--- config.mk ---
export PLATFORM = sky130hd
export DESIGN_NAME = pe_ctrl_param
export DESIGN_NICKNAME = d
export VERILOG_FILES = /design/src/rtl/pe_ctrl_param.sv
export SDC_FILE = /design/constraint.sdc
export NUM_CORES = 1
export LEC_CHECK = 0
export ABC_CLOCK_PERIOD_IN_PS = 2500
export CORE_ASPECT_RATIO = 1.25
export CORE_MARGIN = 1.5
export CORE_UTILIZATION = 50
export CTS_CLUSTER_DIAMETER = 30
export DETAILED_ROUTE_END_ITERATION = 8
export PLACE_DENSITY = 0.79
export SLEW_MARGIN = 20
export SYNTH_ARGS = -nofsm -noshare
export SYNTH_HDL_FRONTEND = slang
export SYNTH_SLANG_ARGS = --single-unit
--- constraint.sdc ---
create_clock -name clk -period 2.5 [get_ports clk]
set_clock_uncertainty 0.15 [all_clocks]
set_input_delay 0.625 -clock clk [delete_from_list [all_inputs] [get_ports clk]]
set_output_delay 0.625 -clock clk [all_outputs]
set_load 0.1 [all_outputs]
--- src/rtl/pe_ctrl_param.sv ---
// rtl/pe_ctrl_param.sv - row-stationary PE controller: SPAD loads, MAC_CYC-cycle compute pass, psum drain
// Optional drain back-pressure counter enabled by defining PE_CTRL_PERF_EN.
module pe_ctrl_param #(
  parameter int MAC_CYC    = 4,
  parameter int IF_DEPTH   = 12,
  parameter int FILT_DEPTH = 256,
  parameter int PSUM_DEPTH = 32,
  parameter int P_W        = 5,
  parameter int Q_W        = 3,
  parameter int S_W        = 4
) (
  input  logic                          clk,
  input  logic                          rst,
  input  logic [P_W-1:0]                cfg_p,
  input  logic [Q_W-1:0]                cfg_q,
  input  logic [S_W-1:0]                cfg_s,
  input  logic                          load_i,
  input  logic                          load_f,
  input  logic                          start,
  input  logic                          drain_ready,
  output logic [$clog2(IF_DEPTH)-1:0]   ifmap_spad_addr,
  output logic [$clog2(FILT_DEPTH)-1:0] filt_spad_addr,
  output logic [$clog2(PSUM_DEPTH)-1:0] psum_spad_addr,
  output logic                          ifmap_spad_we,
  output logic                          filt_spad_we,
  output logic                          psum_spad_we,
  output logic                          reset_acc,
  output logic                          acc_in_psum_sel,
  output logic                          drain_valid,
  output logic                          busy,
  output logic                          compute_complete,
  output logic                          cfg_err,
  output logic [15:0]                   perf_stall_cnt
);
  localparam int IA_W = $clog2(IF_DEPTH);
  localparam int FA_W = $clog2(FILT_DEPTH);
  localparam int PA_W = $clog2(PSUM_DEPTH);
  localparam int PH_W = $clog2(MAC_CYC);
  localparam int RW   = P_W + Q_W + S_W;

  typedef enum logic [1:0] {IDLE, COMPUTE, DRAIN} state_t;
  state_t state, state_nxt;

  logic [IA_W-1:0] if_addr_q, if_addr, if_inc;
  logic [FA_W-1:0] f_addr_q, f_addr, f_inc;
  logic [P_W-1:0]  k_q, p_q;
  logic [RW-1:0]   r_q, rounds_m1;
  logic [PH_W-1:0] ph_q;
  logic            load_i_q, load_f_q, cfg_err_q, done_q;
  logic            start_acc, cfg_bad, start_ok, ph_last, k_last, r_last, beat;

  assign start_acc = (state == IDLE) && start && !load_i && !load_f;
  assign cfg_bad   = (cfg_p == '0) || (cfg_q == '0) || (cfg_s == '0) || (32'(cfg_p) > 32'(PSUM_DEPTH));
  assign start_ok  = start_acc && !cfg_bad;
  assign ph_last   = (ph_q == PH_W'(MAC_CYC - 1));
  assign k_last    = (k_q == p_q - P_W'(1));
  assign r_last    = (r_q == rounds_m1);
  assign beat      = (state == DRAIN) && drain_ready;
  assign if_inc    = (if_addr_q == IA_W'(IF_DEPTH - 1)) ? if_addr_q : if_addr_q + IA_W'(1);
  assign f_inc     = (f_addr_q == FA_W'(FILT_DEPTH - 1)) ? '0 : f_addr_q + FA_W'(1);

  assign busy             = (state != IDLE);
  assign ifmap_spad_addr  = if_addr;
  assign filt_spad_addr   = f_addr;
  // k doubles as the drain beat index, so it drives the psum address in both phases
  assign psum_spad_addr   = PA_W'(k_q);
  assign compute_complete = done_q;
  assign cfg_err          = cfg_err_q;

  always_ff @(posedge clk or negedge rst) begin
    if (!rst) state <= IDLE;
    else      state <= state_nxt;
  end

  always_comb begin
    state_nxt       = state;
    if_addr         = if_addr_q;
    f_addr          = f_addr_q;
    ifmap_spad_we   = 1'b0;
    filt_spad_we    = 1'b0;
    psum_spad_we    = 1'b0;
    reset_acc       = 1'b0;
    acc_in_psum_sel = 1'b0;
    drain_valid     = 1'b0;
    case (state)
      IDLE: begin
        ifmap_spad_we = load_i;
        filt_spad_we  = load_f;
        reset_acc     = load_i || load_f;
        if (load_i) if_addr = load_i_q ? if_inc : '0;
        if (load_f) f_addr  = load_f_q ? f_inc : '0;
        if (start_ok) state_nxt = COMPUTE;
      end
      COMPUTE: begin
        psum_spad_we = ph_last;
        reset_acc    = (ph_q == PH_W'(MAC_CYC - 2)) && (r_q == '0);
        if (ph_last && k_last && r_last) state_nxt = DRAIN;
      end
      DRAIN: begin
        acc_in_psum_sel = 1'b1;
        drain_valid     = 1'b1;
        if (drain_ready && k_last) state_nxt = IDLE;
      end
      default: state_nxt = IDLE;
    endcase
  end

  always_ff @(posedge clk or negedge rst) begin
    if (!rst) begin
      if_addr_q <= '0;
      f_addr_q  <= '0;
      k_q       <= '0;
      p_q       <= '0;
      r_q       <= '0;
      rounds_m1 <= '0;
      ph_q      <= '0;
      load_i_q  <= 1'b0;
      load_f_q  <= 1'b0;
      cfg_err_q <= 1'b0;
      done_q    <= 1'b0;
    end else begin
      load_i_q  <= load_i;
      load_f_q  <= load_f;
      cfg_err_q <= start_acc && cfg_bad;
      done_q    <= beat && k_last;
      case (state)
        IDLE: begin
          if_addr_q <= if_addr;
          f_addr_q  <= f_addr;
          if (start_ok) begin
            p_q       <= cfg_p;
            rounds_m1 <= RW'(cfg_q) * RW'(cfg_s) - RW'(1);
            if_addr_q <= '0;
            f_addr_q  <= '0;
            k_q       <= '0;
            r_q       <= '0;
            ph_q      <= '0;
          end
        end
        COMPUTE: begin
          if (ph_last) begin
            ph_q     <= '0;
            f_addr_q <= f_inc;
            if (k_last) begin
              k_q       <= '0;
              r_q       <= r_q + RW'(1);
              if_addr_q <= if_inc;
            end else begin
              k_q <= k_q + P_W'(1);
            end
          end else begin
            ph_q <= ph_q + PH_W'(1);
          end
        end
        DRAIN: begin
          if (drain_ready) begin
            if (k_last) begin
              k_q       <= '0;
              r_q       <= '0;
              if_addr_q <= '0;
              f_addr_q  <= '0;
            end else begin
              k_q <= k_q + P_W'(1);
            end
          end
        end
        default: ;
      endcase
    end
  end

`ifdef PE_CTRL_PERF_EN
  logic [15:0] stall_q;
  always_ff @(posedge clk or negedge rst) begin
    if (!rst)                                                 stall_q <= '0;
    else if (start_ok)                                        stall_q <= '0;
    else if ((state == DRAIN) && !drain_ready && (stall_q != 16'hFFFF)) stall_q <= stall_q + 16'd1;
  end
  assign perf_stall_cnt = stall_q;
`else
  assign perf_stall_cnt = '0;
`endif

endmodule

==> impl_metrics.json, run 1 <==
{
  "drive_gt1_share_pct": 50.4,
  "slowest_stage": "dfrtp_1",
  "synth_flop_cell": "dfrtp_1",
  "synth-seq-cells": 50,
  "async_flop_share_pct": 100,
  "synth.top_cell.area_share_pct": 32.6,
  "worst_pin_slew_ps": 899,
  "placed_area_um2": 5380,
  "crit_fanout": 6,
  "rr_worst_depth": 11,
  "cts-htree-levels": 2,
  "core-area_um2": 7400,
  "antenna_left": 0,
  "period_minus_slack_ps": 2960,
  "grt_pass1_vias": 4553,
  "dieArea_um2": 8210,
  "max_freq_mhz": 338,
  "clkSinkCount": 50,
  "finalHoldViolCount": 0,
  "max_stage_delay_ps": 400,
  "synthXorXnorAreaFrac_pct": 3.39,
  "rsz0062_at_grt": "yes",
  "cts_buffers": 5,
  "numPortBuffers": 43,
  "cp.depth": 11,
  "rows": 35,
  "fp.dieW_um": 81.3,
  "n_antenna_cell": 0,
  "design_area_um2": 6470,
  "vias": 4910,
  "worst_slack_ps": -456,
  "ys_warn_count": 0,
  "first_pass_iters": 6,
  "synth_adder_area_share_pct": 9.40,
  "p_leak_nw": 2.83,
  "end_kind": "register",
  "worstPathBufferInverterCount": 5,
  "grtUsageTotal_pct": 35.0,
  "synthesis.area_um2": 3830,
  "ios": 60,
  "overflow": 0,
  "cp.arrival_ps": 3020,
  "powerDensity_nw_per_um2": 291,
  "dp_hpwl_um": 8400,
  "cp-start-kind": "register",
  "vdd_drop_max_uv": 330,
  "yosys.area_share.simple_pct": 23.3,
  "cp_common_cell": "buf_4",
  "synth_compound_area_share_pct": 21.6,
  "via_per_inst": 6.83,
  "critical_path_class": "reg -> reg",
  "cts_buffer_depth": 2,
  "die_h_um": 101,
  "failed_checks": "negative setup slack",
  "grt_pass1_wl_um": 21900,
  "status": "finished, violations left",
  "maxSlewHeadroom_pct": 39.4,
  "fin_nets": 671,
  "clock_latency_ps": 330,
  "ff2ff_setup_slack_ps": -460,
  "hold_ws_ps": 88.6,
  "drc": 0,
  "finalSetupViolCount": 47,
  "synth_top_cells_by_area": "dfrtp_1 (33%), ha_1 (7.8%), nand2_1 (7.2%), o21ai_0 (4.2%), buf_4 (3.3%)",
  "hold_class": "in -> async",
  "drt_iter0_markers": 702,
  "clk_pin_slew_ps": 120,
  "drv_cap": 0,
  "start_util_pct": 51.8,
  "yosysSeqAreaShare_pct": 32.6,
  "synth_top_family_by_area": "simple AND/OR/NAND/NOR gates",
  "slew_viol_final": 0,
  "antenna_found_initial": 0,
  "grt_max_degree": 19,
  "root_buffer": "clkbuf_8",
  "required_ps": 2560,
  "tritoncts": "yes",
  "syn_to_final_growth_pct": 68.8,
  "gp_congestion": 0.892,
  "path_cells": "inv_2, buf_4, buf_4, ha_2, inv_1, nor2_1, a41oi_4, buf_4, and3_2, o21ai_0, a22o_1",
  "drt_wl_total_um": 18800,
  "synth_top_area_cell": "dfrtp_1",
  "synth_edf_count": 0,
  "path_delay_family": "compound AO/OA/AOI/OAI gates",
  "synth_cells": 462,
  "yosys.cell_types.count": 67,
  "syn_avg_cell_area_um2": 8.30,
  "muxShareOfSynthArea_pct": 1.08,
  "fin_crit_sh_pct": 118,
  "wl_per_cell_um": 26.2
}
==> final cells by class <==
| cell class | count | area, um2 |
|---|---|---|
| timing repair buffer | 176 | 1700 |
| tap | 92 | 115 |
| inverter | 31 | 128 |
| multi-input combinational | 362 | 3150 |
| clock buffer | 5 | 68.8 |
| fill | 314 | 931 |
| sequential | 50 | 1260 |
| clock inverter | 3 | 45.0 |
==> repair_timing <==
action	in CTS	in global routing
pin swaps	58	47
hold buffers	0	0
endpoints found under the setup margin	55	52
gates resized for setup	103	88
gates cloned	1	0
setup buffers	28	20
==> worst register-to-register path: cells and delay by family (launching register included) <==
family          cells  cell delay, ps
compound gates      3             950
buf+inv             5             730
simple gates        2             430
flops               1             400
fa+ha+maj           1             190
==> through the flow <==
| stage | worst slack [ps] | utilization (%) | instances | setup TNS [ps] | total power, W |
|---|---|---|---|---|---|
| 2_1_floorplan | -538 | - | 477 | -3770 | 0.00107 |
| 3_3_place_gp | -1180 | 72.7 | 667 | -25390 | 0.00119 |
| 3_5_place_dp | -1240 | 72.7 | 667 | -28370 | 0.00120 |
| 4_1_cts | -379 | 81.0 | 702 | -1220 | 0.00181 |
| 5_1_grt | -492 | 87.4 | 719 | -11680 | 0.00195 |
| 6_report | -456 | 87.4 | 719 | -8990 | 0.00188 |
==> registers in the layout, summed over array words and instances (netlist names) <==
register and flops:
compute_complete 1, if_addr_q 4, p_q 5, load_i_q 1
r_q 12, psum_spad_addr 5, f_addr_q 8, state 2
cfg_err 1, ph_q 2, rounds_m1 8, load_f_q 1
==> cells in the mapped netlist (all sizes together), types with 8 or more instances <==
master,count
nand2,74
dfrtp,50
o21ai,34
inv,31
nand3,26
ha,24
a21oi,23
buf,22
nor2,20
clkbuf,13
o31ai,12
or4,10
nor3,9
and2,8
xor2,8
==> worst paths after layout <==
check,endpoint,startpoint
worst max-delay path,f_addr_q[2],state[0]
worst min-delay path,if_addr_q[1],rst
worst max register to register,f_addr_q[2],state[0]
worst min register to register,rounds_m1[3],rounds_m1[3]
max in group asynchronous,psum_spad_addr[2],rst
min in group clk,rounds_m1[3],rounds_m1[3]
==> metal layers <==
layer | wire, um | global-route usage [%]
met1 | 5790 | 36.5
met2 | 8880 | 61.2
met3 | 2250 | 6.97
met4 | 1820 | 24.5
met5 | 59 | 0
==> cell usage in the layout, fill, tap and decap left out, drive strengths merged, types with 3 or more instances in the layout <==
cell type        n
o22ai            3
a31oi            3
clkbuf           7
clkdlybuf4s50    4
and3             7
buf            164
nand2           74
and2             8
dfrtp           50
clkinvlp         5
or4             10
nor3             9
xor2             8
a41oi            3
nand2b           4
ha              24
a21oi           23
inv             28
a22o             7
or3              3
o2bb2ai          5
a21o             4
nor2b            3
a221oi           3
mux2i            3
dlymetal6s2s     3
nand4            7
fa               3
nand3           26
o21ai           34
o31ai           12
xnor2            6
conb            16
nor2            20
==> cells by family after synthesis <==
family / count (synthesis)
DFF: 50
other: 1
buffers and inverters: 66
adders and majority gates: 27
and+or+nand+nor: 180
muxes: 4
AOI/OAI and AO/OA: 120
xor gates and xnor gates: 14
==> where the power goes <==
group          switching, W  leakage [nW]  internal [W]
Combinational      0.000279          2.16      0.000176
Sequential       0.00000334         0.623      0.000810
Clock              0.000318        0.0504      0.000298
Total              0.000600          2.83       0.00128
Note: power is estimated with default switching activity, not from simulation.
==> inputs of run 2 (changes only) <==
- CELL_PAD_IN_SITES_DETAIL_PLACEMENT: not set -> 0
- CELL_PAD_IN_SITES_GLOBAL_PLACEMENT: not set -> 1
- CORE_UTILIZATION: 50 -> 37
- PLACE_DENSITY: 0.79 -> 0.78
==> run 2 against run 1 <==
Compared with the run above:
- the flow still finishes with violations (negative setup slack)
- core utilization is 23 points lower
- clock power is 23% higher
- wire length is 37% lower
- sequential share of layout area is 0.14 points lower
- critical path depth is 1 higher
- first-iteration DRC count is 69% lower
- design area is 0.91% higher
- hold slack better by 63 ps
- combinational power is 8.4% lower
- critical path type is now in -> reg
==> impl_metrics.json, run 2 (synthesis results as in run 1) <==
{
  "cp.arrival_ps": 2950,
  "antenna_found_initial": 0,
  "largest_register": "r_q",
  "reg.largest.list": "r_q: 12 flops, f_addr_q: 8 flops, rounds_m1: 8 flops",
  "n_antenna_cell": 0,
  "layout_common_cells": "buf_4 (131), nand2_1 (62), dfrtp_1 (42), buf_12 (22), inv_1 (21)",
  "clock_latency_ps": 290,
  "num-fill-cells": 815,
  "via_per_inst": 5.36,
  "required_ps": 2580,
  "pre_cts_ws_ps": -1260,
  "wl_per_cell_um": 15.4,
  "failed_checks": "negative setup slack",
  "drv_cap": 0,
  "grt_pass1_wl_um": 18500,
  "p_leak_nw": 2.85,
  "gp_congestion": 0.874,
  "ff2ff_setup_slack_ps": -70,
  "cts-htree-levels": 2,
  "hold_ws_ps": 152,
  "worstPathBufferInverterCount": 2,
  "max_freq_mhz": 348,
  "status": "finished, violations left",
  "finalHoldViolCount": 0,
  "drive_gt1_share_pct": 48.5,
  "rsz0062_at_grt": "yes",
  "fp.dieW_um": 94.0,
  "rr_worst_depth": 6,
  "worst_slack_ps": -373,
  "period_minus_slack_ps": 2870,
  "end_kind": "register",
  "ios": 60,
  "grtUsageTotal_pct": 21.4,
  "dieArea_um2": 11000,
  "path_cells": "buf_12, nand2_4, ha_4, fa_1, inv_2, ha_4, nor2b_4, o21ai_2, a21boi_2, o21a_1, or4b_4, nand3_2",
  "dr.max_layer_used": "met4",
  "vdd_drop_max_uv": 291,
  "root_buffer": "clkbuf_16",
  "wl_met3_um": 401,
  "antenna_left": 0,
  "die_h_um": 117,
  "met2_length_um": 6380,
  "cts_buffer_depth": 2,
  "dp_hpwl_um": 8360,
  "ctsHoldBuffers": 0,
  "start_util_pct": 37.9,
  "powerDensity_nw_per_um2": 304,
  "layout_commonest_cell": "buf_4",
  "rows": 41,
  "worst_pin_slew_ps": 571,
  "critical_path_class": "in -> reg",
  "clkSinkCount": 50,
  "drc": 0,
  "p_total_w": 0.00199,
  "drt_iter0_markers": 215,
  "crit_fanout": 3,
  "slowest_stage": "or4b_4",
  "finalSetupViolCount": 14,
  "clk_pin_slew_ps": 70,
  "vias": 4098,
  "tritoncts": "yes",
  "r2r-start": "psum_spad_addr[2]",
  "syn_to_final_growth_pct": 70.3,
  "largest_register_ffs": 12,
  "overflow": 0,
  "utilization_pct": 64.6,
  "slew_viol_final": 0,
  "maxSlewHeadroom_pct": 61.6,
  "drt_wl_total_um": 11800,
  "grt_max_degree": 25,
  "numPortBuffers": 43,
  "max_stage_delay_ps": 530,
  "hold_class": "in -> async",
  "core-area_um2": 10100,
  "r2r_end": "r_q[4]",
  "fin_crit_sh_pct": 115,
  "fin_nets": 679,
  "m1WireLength_um": 4680,
  "first_pass_iters": 4,
  "cp-start-kind": "input pin",
  "grt_pass1_vias": 3961,
  "path_delay_family": "adder cells",
  "cts_buffers": 5,
  "cp_common_cell": "ha_4"
}
run 2: layout make-up:
| class | instances | area (um2) | share of cell area, % |
|---|---|---|---|
| multi-input cells | 362 | 3070 | 47.0 |
| well taps | 129 | 161 | 2.47 |
| repair buffers | 184 | 1750 | 26.8 |
| clock inverters | 1 | 30.0 | 0.460 |
| clock buffers | 7 | 133 | 2.03 |
| inverters | 31 | 128 | 1.95 |
| flip-flops and latches | 50 | 1260 | 19.4 |
run 2: how the worst max path moves through the flow:
stage / to / from / slack [ps] / cells past startpoint
floorplan: ifmap_spad_addr[0] / state[0] / -540 / 7
global placement: rounds_m1[10] / cfg_s[1] / -1210 / 12
finish: rounds_m1[10] / cfg_s[1] / -370 / 12
global route: rounds_m1[10] / cfg_s[1] / -440 / 12
CTS: rounds_m1[10] / cfg_q[1] / -430 / 13
detailed placement: rounds_m1[10] / cfg_s[1] / -1260 / 12
run 2: report_power, final:
group	internal [W]	total (W)	switching, W
Combinational	0.000165	0.000416	0.000251
Clock	0.000473	0.000757	0.000284
Sequential	0.000810	0.000815	0.00000466
run 2: timing repair:
action                                  4_1_cts  5_1_grt
gates cloned                                  1        0
endpoints found under the setup margin       56       36
pin swaps                                    40       40
buffers inserted                             27       18
gates resized for setup                     100       74
run 2: per-stage QoR:
stage / cells / cell area, um2 / TNS (ps)
3_3_place_gp: 717 / 5530 / -28470
4_1_cts: 750 / 6130 / -917
6_report: 764 / 6530 / -1100
2_1_floorplan: 477 / 4200 / -3770
3_5_place_dp: 717 / 5530 / -29750
5_1_grt: 764 / 6530 / -2440
run 2: layer usage:
metal  up-vias  track usage, %
li1       1991               -
met1      1976            24.5
met4         0            7.76
met5         -               0
met2       103            40.6
met3        28            2.65
==> inputs of run 3 (changes only) <==
- SKIP_LAST_GASP: not set -> 1
==> run 3 against run 2 <==
Compared with the run above:
- the flow still finishes with violations (negative setup slack)
- critical path depth is the same
- maximum frequency is essentially flat
- core utilization shrank 0.21 points
- cell count is the same
- non-clock buffer count is the same
- critical path type unchanged
- via count grew 0.59%
- clock power is essentially flat
- combinational power is essentially flat
- flip-flop and latch count is the same
- largest cell class unchanged
- register-to-register slack is essentially flat
- global-route usage is essentially flat
- sequential share of layout area is essentially flat
- largest power group unchanged
==> impl_metrics.json, run 3 (synthesis results as in run 1) <==
{
  "hold_class": "in -> async",
  "gp_congestion": 0.874,
  "fin_nets": 679,
  "cp.arrival_ps": 2950,
  "rsz0062_at_grt": "yes",
  "slew_viol_final": 0,
  "antenna_left": 0,
  "overflow": 0,
  "period_minus_slack_ps": 2870,
  "status": "finished, violations left",
  "worst_pin_slew_ps": 571,
  "fin_crit_sh_pct": 115,
  "path_cells": "buf_12, nand2_4, ha_4, fa_1, inv_2, ha_4, nor2b_4, o21ai_2, a21boi_2, o21a_1, or4b_4, nand3_2",
  "clock_latency_ps": 290,
  "failed_checks": "negative setup slack",
  "layout_commonest_cell": "buf_4",
  "tritoncts": "yes",
  "required_ps": 2580,
  "setup_tns_ps": -1210,
  "pre_cts_ws_ps": -1260,
  "ctsHoldBuffers": 0,
  "fin_cells": 764,
  "grt_max_degree": 25,
  "numPortBuffers": 43,
  "cp_common_cell": "ha_4",
  "grt_pass1_wl_um": 18500,
  "grtUsageTotal_pct": 21.4,
  "clkSinkCount": 50,
  "worst_slack_ps": -373,
  "end_kind": "register",
  "finalHoldViolCount": 0,
  "dp_hpwl_um": 8360,
  "largest_register_ffs": 12,
  "dp_cells": 717,
  "layout_common_cells": "buf_4 (135), nand2_1 (62), dfrtp_1 (43), inv_1 (22), buf_12 (22)",
  "core-area_um2": 10100,
  "largest_register": "r_q",
  "vdd_drop_max_uv": 291,
  "vias": 4122,
  "grt_pass1_vias": 3960,
  "drt_wl_total_um": 11900,
  "crit_path_start": "cfg_s[1]",
  "die_h_um": 117,
  "drt_iter0_markers": 236,
  "antenna_found_initial": 0,
  "drc": 0,
  "p_total_w": 0.00199,
  "cp-start-kind": "input pin",
  "max_stage_delay_ps": 530,
  "n_antenna_cell": 0,
  "r2r-start": "psum_spad_addr[2]",
  "max_freq_mhz": 348,
  "drv_cap": 0,
  "root_buffer": "clkbuf_16",
  "design_area_um2": 6510,
  "via_per_inst": 5.40,
  "fp.dieW_um": 94.0,
  "dieArea_um2": 11000,
  "start_util_pct": 37.9,
  "clk_pin_slew_ps": 70,
  "p_leak_nw": 2.85,
  "cts-htree-levels": 2,
  "syn_to_final_growth_pct": 69.7,
  "slowest_stage": "or4b_4",
  "finalSetupViolCount": 16,
  "wl_per_cell_um": 15.5,
  "cts_buffer_depth": 2,
  "drive_gt1_share_pct": 48.0,
  "rows": 41,
  "first_pass_iters": 6,
  "placed_area_um2": 5530,
  "maxSlewHeadroom_pct": 61.6,
  "crit_fanout": 3,
  "ios": 60,
  "critical_path_class": "in -> reg",
  "cts_buffers": 5,
  "reg.largest.list": "r_q: 12 flops, f_addr_q: 8 flops, rounds_m1: 8 flops",
  "powerDensity_nw_per_um2": 306
}
==> run 3: cell type report <==
class	instances	area, um2
Clock buffer	7	133
Clock inverter	1	30.0
Inverter	31	128
Fill cell	818	3600
Tap cell	129	161
Multi-Input combinational cell	362	3060
Timing Repair Buffer	184	1730
Sequential cell	50	1260
==> run 3: power breakdown <==
part / switching [W] / internal, W
logic: 0.000251 / 0.000165
registers: 0.00000470 / 0.000810
clock network: 0.000284 / 0.000473
==> run 3: critical path, delay by kind of cell <==
family / cells / cell delay [ps]
AOI/OAI and AO/OA: 3 / 430
adders and majority gates: 3 / 930
buffers and inverters: 2 / 160
and+or+nand+nor: 4 / 800
==> run 3: repair_timing <==
| action | CTS | global route |
|---|---|---|
| pin swaps | 39 | 41 |
| setup endpoints to repair | 56 | 36 |
| cloned | 1 | 0 |
| resized for setup | 98 | 68 |
| setup buffers | 27 | 17 |
==> run 3: routing by layer <==
metal | track usage (%) | wire length, um | part of all wire, % | vias to the layer above
li1 | - | - | - | 1988
met1 | 24.6 | 4670 | 39 | 1987
met2 | 40.6 | 6360 | 54 | 118
met3 | 2.65 | 480 | 4.0 | 29
met4 | 7.76 | 346 | 2.9 | 0
met5 | 0 | 0 | 0 | -
==> run 3: final timing paths <==
check,cells past startpoint,to,slack (ps)
worst max-delay path,12,rounds_m1[10],-370
max in group asynchronous,2,psum_spad_addr[2],1480
worst min-delay path,1,r_q[11],150
min in group clk,2,rounds_m1[1],350
worst max register to register,6,r_q[4],-70
worst min register to register,2,rounds_m1[1],350
==> run 3: per-stage QoR <==
step                hold WS [ps]  utilization (%)
floorplan                    179                -
global placement             340             54.7
detailed placement           339             54.7
CTS                          160             60.6
global route                 173             64.4
finish                       150             64.4
